`src/rtl/riscv_mem_pkg.sv`:
```
// Shared types for the RV32I MEM-stage load/store unit.
// funct3 size/sign codes and the bus FSM state encoding.
package riscv_mem_pkg;

  localparam logic [2:0] F3_B  = 3'b000;
  localparam logic [2:0] F3_H  = 3'b001;
  localparam logic [2:0] F3_W  = 3'b010;
  localparam logic [2:0] F3_BU = 3'b100;
  localparam logic [2:0] F3_HU = 3'b101;

  typedef enum logic [1:0] {
    IDLE,
    REQ,
    RESP,
    DONE
  } mem_state_e;

endpackage

```
`src/rtl/load_store_align.sv`:
```
// Byte-lane steering for RV32I loads and stores on a 32-bit bus.
// Purely combinational; the caller decides which outputs matter.
module load_store_align
  import riscv_mem_pkg::*;
(
  input  logic [2:0]  funct3,
  input  logic [1:0]  a,
  input  logic [31:0] sdata,
  input  logic [31:0] rdata,
  output logic [3:0]  be,
  output logic [31:0] wdata,
  output logic [31:0] load_ext,
  output logic        misaligned
);

  logic [7:0]  lane_b;
  logic [15:0] lane_h;

  assign lane_b = rdata[{a, 3'b000} +: 8];
  assign lane_h = rdata[{a[1], 4'b0000} +: 16];

  always_comb begin
    be         = 4'b0000;
    wdata      = 32'h0;
    load_ext   = 32'h0;
    misaligned = 1'b0;
    unique case (funct3)
      F3_B, F3_BU: begin
        be    = 4'b0001 << a;
        wdata = {4{sdata[7:0]}};
        if (funct3 == F3_B)
          load_ext = {{24{lane_b[7]}}, lane_b};
        else
          load_ext = {24'h0, lane_b};
      end
      F3_H, F3_HU: begin
        be         = 4'b0011 << {a[1], 1'b0};
        wdata      = {2{sdata[15:0]}};
        misaligned = a[0];
        if (funct3 == F3_H)
          load_ext = {{16{lane_h[15]}}, lane_h};
        else
          load_ext = {16'h0, lane_h};
      end
      F3_W: begin
        be         = 4'hF;
        wdata      = sdata;
        load_ext   = rdata;
        misaligned = |a;
      end
      default: ;
    endcase
  end

endmodule

```
`src/rtl/mem_stage_avalon_master.sv`:
```
// RV32I MEM stage: runs loads/stores as Avalon-MM master cycles,
// stalling the pipeline until each completes.
module mem_stage_avalon_master
  import riscv_mem_pkg::*;
#(
  parameter int ADDR_W = 32,
  parameter int DATA_W = 32
) (
  input  logic              CLK,
  input  logic              RST,
  input  logic              iValid,
  input  logic              MemRead,
  input  logic              MemWrite,
  input  logic [2:0]        funct3,
  input  logic [31:0]       ALUResult,
  input  logic [DATA_W-1:0] StoreData,
  input  logic [4:0]        instr5b,
  input  logic              MemtoReg,
  input  logic              RegWrite,
  output logic              Stall,
  output logic [DATA_W-1:0] oData,
  output logic [31:0]       oAddress,
  output logic [4:0]        oinstr5b,
  output logic              oMemtoReg,
  output logic              oRegWrite,
  output logic              oFault,
  output logic [ADDR_W-1:0] avm_address,
  output logic              avm_read,
  output logic              avm_write,
  output logic [3:0]        avm_byteenable,
  output logic [DATA_W-1:0] avm_writedata,
  input  logic [DATA_W-1:0] avm_readdata,
  input  logic              avm_waitrequest,
  input  logic              avm_readdatavalid
);

  mem_state_e        state_q, state_d;
  logic [ADDR_W-1:0] addr_q, addr_d;
  logic [3:0]        be_q, be_d;
  logic [DATA_W-1:0] wdata_q, wdata_d;
  logic [DATA_W-1:0] rdata_q, rdata_d;
  logic              rd_q, rd_d;

  logic [3:0]        al_be;
  logic [31:0]       al_wdata;
  logic [31:0]       al_ld;
  logic              al_mis;
  logic              mem_op;
  logic              bad_f3;
  logic              fault;

  load_store_align u_align (
    .funct3     (funct3),
    .a          (ALUResult[1:0]),
    .sdata      (StoreData),
    .rdata      (avm_readdata),
    .be         (al_be),
    .wdata      (al_wdata),
    .load_ext   (al_ld),
    .misaligned (al_mis)
  );

  // Stores have no unsigned variants, so BU/HU are illegal for them.
  always_comb begin
    bad_f3 = 1'b1;
    unique case (funct3)
      F3_B, F3_H, F3_W: bad_f3 = 1'b0;
      F3_BU, F3_HU:     bad_f3 = MemWrite;
      default:          bad_f3 = 1'b1;
    endcase
  end

  assign mem_op = iValid & (MemRead | MemWrite);
  assign fault  = mem_op &
                  (al_mis | bad_f3 | (MemRead & MemWrite));

  always_comb begin
    state_d = state_q;
    addr_d  = addr_q;
    be_d    = be_q;
    wdata_d = wdata_q;
    rdata_d = rdata_q;
    rd_d    = rd_q;
    Stall   = 1'b0;
    unique case (state_q)
      IDLE: begin
        if (mem_op && !fault) begin
          addr_d  = {ALUResult[ADDR_W-1:2], 2'b00};
          be_d    = al_be;
          wdata_d = MemWrite ? al_wdata : '0;
          rd_d    = MemRead;
          state_d = REQ;
          Stall   = 1'b1;
        end
      end
      REQ: begin
        Stall = 1'b1;
        if (!avm_waitrequest)
          state_d = rd_q ? RESP : DONE;
      end
      RESP: begin
        Stall = 1'b1;
        if (avm_readdatavalid) begin
          rdata_d = al_ld;
          state_d = DONE;
        end
      end
      DONE: state_d = IDLE;
      default: state_d = IDLE;
    endcase
  end

  always_ff @(posedge CLK or posedge RST) begin
    if (RST) begin
      state_q <= IDLE;
      addr_q  <= '0;
      be_q    <= '0;
      wdata_q <= '0;
      rdata_q <= '0;
      rd_q    <= 1'b0;
    end else begin
      state_q <= state_d;
      addr_q  <= addr_d;
      be_q    <= be_d;
      wdata_q <= wdata_d;
      rdata_q <= rdata_d;
      rd_q    <= rd_d;
    end
  end

  assign avm_address    = addr_q;
  assign avm_byteenable = be_q;
  assign avm_writedata  = wdata_q;
  assign avm_read       = (state_q == REQ) & rd_q;
  assign avm_write      = (state_q == REQ) & ~rd_q;

  assign oFault    = (state_q == IDLE) & fault;
  assign oData     = (state_q == DONE && rd_q) ? rdata_q : '0;
  assign oAddress  = ALUResult;
  assign oinstr5b  = instr5b;
  assign oMemtoReg = MemtoReg;
  assign oRegWrite = RegWrite & iValid & ~oFault;

endmodule
```
`config.mk`:
```
export PLATFORM = sky130hd
export DESIGN_NAME = mem_stage_avalon_master
export DESIGN_NICKNAME = d
export VERILOG_FILES = /design/src/rtl/riscv_mem_pkg.sv /design/src/rtl/load_store_align.sv /design/src/rtl/mem_stage_avalon_master.sv
export SDC_FILE = /design/constraint.sdc
export NUM_CORES = 1
export LEC_CHECK = 0
export CAP_MARGIN = 20
export CORE_MARGIN = 4
export CORE_UTILIZATION = 50
export CTS_CLUSTER_SIZE = 14
export DETAILED_ROUTE_END_ITERATION = 10
export DONT_BUFFER_PORTS = 1
export GPL_TIMING_DRIVEN = 0
export PLACE_DENSITY_LB_ADDON = 0.2
export SETUP_SLACK_MARGIN = 0.2
export SLEW_MARGIN = 20
export SYNTH_ARGS = -nofsm -noshare
export SYNTH_HDL_FRONTEND = slang
export SYNTH_HIERARCHICAL = 1
export SYNTH_SLANG_ARGS = --single-unit
```
`constraint.sdc`:
```
create_clock -name CLK -period 4.41 [get_ports CLK]
set_input_delay 0.882 -clock CLK [delete_from_list [all_inputs] [get_ports CLK]]
set_output_delay 0.882 -clock CLK [all_outputs]
set_load 0.005 [all_outputs]
```
Word level (Yosys, flattened, before mapping) --
Index checks and enable logic that the tools add are counted.
Operators by class: equal/unequal tests 10, mux-type cells 16, bitwise logic cells 13, shift operators 4, reductions and logical operators 14
Operator list (count):
- $pmux 32 s3 | 2
- $mux 32 | 4
- $shiftx 32x6->16 | 1
- $shiftx 32x6->8 | 1
- $pmux 4 s3 | 1
- $reduce_or 2->1 | 5
- $and 1x1->1 | 8
- $pmux 2 s4 | 1
- $eq 3x3->1 const B | 2
- $mux 2 | 3
- $ne 2x2->1 const B | 3
- $pmux 1 s2 | 3
- $eq 2x2->1 const B | 2
- $reduce_and 2->1 | 2
- $shl 1x2->4 const A | 1
- $shl 2x2->4 const A | 1
- $eq 3x1->1 const B | 1
- $eq 3x2->1 const B | 1
- $logic_not 3->1 | 1
- $or 1x1->1 | 3
- $reduce_and 3->1 | 1
- $reduce_or 3->1 | 1
- $eq 2x1->1 const B | 1
- $logic_and 1x1->1 | 2
- other kinds (4) | 6
Storage, ports and cells: output and inout bits 143, register bits after elaboration 101, word-level logic and storage cells 63

Depth between registers and ports, before layout --
word-level depth 10, depth in mapped cells 11, gate-level depth less buffers 6

Hierarchy --
Netlist, hierarchy kept.
By module, submodules not included:
- mem_stage_avalon_master | area each 4555.6 um^2, times used 1, cells each 467
- load_store_align | area each 1194.9 um^2, times used 1, cells each 183

Worst setup path after synthesis --
OpenSTA, ideal clock, no wires.
path kind input to output, from in funct3[1], to out Stall, buffers on the path 4, arrival time 2.473 ns, slack 1.055 ns, cell stages on the path 8, cell sequence buf_2 > buf_2 > clkbuf_1 > a22o_2 > nor4_2 > clkbuf_1 > nor2_1 > nor2_1
Between the ends: cells in the longest elaborated chain, start to end 10, elaborated cells between the ends (all ways) 17
RTL lines:
- start, declared | line mem_stage_avalon_master.sv:14 | input logic [2:0] funct3,
- $eq 3x3->1 or $eq 3x1->1 (tied branches) | line load_store_align.sv:27 | unique case (funct3)
- $reduce_or 2->1 | line load_store_align.sv:27
- $pmux 1 s2 (*) | line load_store_align.sv:27
- via al_mis | line mem_stage_avalon_master.sv:47 | logic al_mis;
- $or 1x1->1 (*) (2 in a row) | line mem_stage_avalon_master.sv:75 | (al_mis | bad_f3 | (MemRead & MemWrite));
- $and 1x1->1 (*) | line mem_stage_avalon_master.sv:74 | assign fault = mem_op &
- $logic_not 1->1 (*) | line mem_stage_avalon_master.sv:87 | if (mem_op && !fault) begin
- $logic_and 1x1->1 (*) | line mem_stage_avalon_master.sv:87
- $mux 1 (*) | line mem_stage_avalon_master.sv:87
- $pmux 1 s2 (*) | line mem_stage_avalon_master.sv:85 | unique case (state_q)
- end, declared | line mem_stage_avalon_master.sv:20 | output logic Stall,
The timed path passes the listed nets; every way through them passes the cells marked *.

Final worst setup path --
Same ends and word-level chain as after synthesis.

==> results.yml <==
timing:
  slew_viol_final: 0
  clock_skew_ns: 0.00436
  slew-limit-headroom: 0.366
  rsz0062_at_grt: "false"
  worst_pin_slew_ns: 0.941
  min_period_ns: 3.91
  hold_viol_final: 0
  hold_ws_ns: 0.409
  fin_ws_ns: 0.499
  setup_viol: 0
  fin_crit_sh: 0.887
  fmax_mhz: 256
  tns_ns: 0
clocking:
  hold_buffers: 0
  clock-sinks: 101
  numCtsBuffers: 9
  cts_root_buffer: "clkbuf_16"
  cts_tree: "yes"
  cts.reportedPaths.clkPinSlew_ns: 0.07
  clockBufferDepth: 2
  cts_max_level: 3
  insertion_delay_ns: 0.35
drt:
  num_vias: 4657
  drtAntennaViolNets: 0
  wl_met3_mm: 1.94
  drt_iter0_markers: 421
  met1_length_mm: 6.22
  drcViolationCount: 0
  dr_wl_met2_mm: 8.42
  wl_mm: 16.8
  wl_per_cell_um: 20.8
  first_pass_iters: 5
  avgViaCountPerCell: 5.76
  top_layer: "met4"
yosys:
  synth.distinct_cells: 45
  syn_inst: 650
  synthesis.area_um2: 5750
  yosys_warnings: 6
  yosysMostFrequentCell: "nand2_1"
  yosysTopAreaCell: "dfrtp_1"
  async_reset_ff_frac: 1.00
  netlist_top_cells_area: "dfrtp_1 (44%), nand2_1 (13%), mux2_2 (6.5%)"
  syn_area_per_cell_um2: 8.85
  synth_common_cells: "nand2_1 (195), dfrtp_1 (101), buf_4 (44)"
  synth-main-ff-cell: "dfrtp_1"
  synth_top_area_share: 0.440
  ys_seq_area_frac: 0.440
  synth_seq_cells: 101
  synth_edf_count: 0
global_routing:
  grt_usage: 0.248
  grt_overflow: 0
  grt_max_degree: 56
  grt_pass1_wl_mm: 25.4
  grt_pass1_vias: 4655
  antenna_found_initial: 0
die:
  coreArea_um2: 11000
  rows: 38
  die_h_um: 115
  io_pins: 256
  die_width_um: 115
  die-area_um2: 13300
  start_util: 0.521
power:
  max-vdd-ir-drop_uv: 399
  p_per_area_nw_per_um2: 543
  power.leakage_nw: 3.43
setup_path:
  rr_endpoint: "avm_writedata[15]"
  crit_type: "input pin to primary output"
  cp.required_ns: 3.53
  startpoint_type: "input pin"
  reg2reg_slack_ns: 2.30
  crit_arrival_ns: 3.03
  r2r_start: "state_q[0]"
  crit_path_end_kind: "primary output"
  ff2ff_path_depth: 7
  worst-path-max-fanout: 10
run:
  cap_violations: 0
placement:
  pre_cts_slack_ns: 0.283
  place_congestion: 0.875
  io_buffers: 0
  post-dp-hpwl_mm: 13.0
  dpl.cell_count: 792
cells_and_area:
  n_fill_cell: 1013
  fin_util: 0.570
  antenna_cells: 0
  drive_above_1_share: 0.178
  ff_latch_area_um2: 2530
  multi_input_area_um2: 2620
  layout.cells.non_filler: 808
  syn2layout_area_growth_pct: 9.33
  nets: 782
worst_hold_path:
  hp-class: "input pin to async pin"
outcome:
  status: "finished clean"
metrics by stage:
stage                     instance area [um2]  power, mW
after CTS                                6290       3.45
after floorplan                          5750       2.27
final                                    6290       3.42
after global routing                     6290       3.64
after detailed placement                 5960       2.57
after global placement                   5930       2.51
how the worst max path moves through the flow:
stage,start,to,depth (start not counted)
after global placement,RST,rdata_q[8],1
after detailed placement,funct3[1],Stall,8
final,funct3[1],Stall,8
after CTS,funct3[1],Stall,8
after global routing,funct3[1],Stall,8
after floorplan,RST,avm_address[10],1
flip-flops by register name, indices dropped and copies added, names as in the netlist:
register	count
state_q	2
avm_byteenable	4
avm_address	30
avm_writedata	32
rd_q	1
rdata_q	32
routing by layer:
metal	up-vias	global-route usage
li1	2168	-
met1	2254	0.299
met2	220	0.412
met3	15	0.106
met4	0	0.0603
met5	-	0
repair_timing:
item                                    CTS  global route
gates resized for setup                   0             2
buffers inserted                          0             0
endpoints found under the setup margin    0             1
endpoints found under the hold margin     0             0
worst max-delay path, cell delays in order:
cell,delay [ns]
buf_2,0.14
buf_2,0.20
clkbuf_1,0.30
a22o_2,0.35
nor4_2,0.53
clkbuf_2,0.35
nor2_1,0.07
nor2_1,0.20
cells in the final DEF, fill, tap and decap left out, drive strengths merged, types with 2 or more instances in the layout:
| master | Yosys | layout |
|---|---|---|
| mux2i | 17 | 17 |
| nand2b | 2 | 2 |
| o21a | 3 | 3 |
| a21o | 16 | 16 |
| o31ai | 2 | 2 |
| dfrtp | 101 | 101 |
| a211o | 7 | 7 |
| nor2b | 4 | 4 |
| a311oi | 16 | 16 |
| and3 | 33 | 33 |
| or3b | 2 | 2 |
| inv | 12 | 13 |
| nor3 | 3 | 3 |
| and2 | 9 | 9 |
| conb | 1 | 2 |
| clkbuf | 23 | 34 |
| mux2 | 33 | 33 |
| ha | 6 | 6 |
| nand2 | 195 | 195 |
| o211ai | 2 | 2 |
| nor2 | 29 | 29 |
| o21ai | 13 | 13 |
| nand3 | 32 | 32 |
| a221o | 9 | 9 |
| buf | 67 | 68 |
| bufinv | 0 | 2 |
area by class of cell:
| type | instances | share of cell area |
|---|---|---|
| Sequential cell | 101 | 0.402 |
| Inverter | 12 | 0.00796 |
| Tap cell | 140 | 0.0279 |
| Clock inverter | 5 | 0.0129 |
| Clock buffer | 11 | 0.0386 |
| Timing Repair Buffer | 1 | 0.00438 |
| Buffer | 90 | 0.0896 |
| Multi-Input combinational cell | 448 | 0.417 |
power breakdown:
part | switching (mW) | internal (mW) | total, mW | leakage (nW)
registers | 0.328 | 1.35 | 1.68 | 1.32
clock network | 0.360 | 0.515 | 0.874 | 0.156
logic | 0.480 | 0.386 | 0.866 | 1.95
cell families after synthesis:
group | after synthesis | share of synthesized area
adder cells (fa/ha/maj) | 6 | 0.0131
multiplexers | 51 | 0.0981
AO/OA/AOI/OAI | 75 | 0.103
other | 1 | 0.000652
flip-flops | 101 | 0.440
AND/OR/NAND/NOR | 314 | 0.240
buffers and inverters | 102 | 0.106
Power figures use the tool's default switching activity.
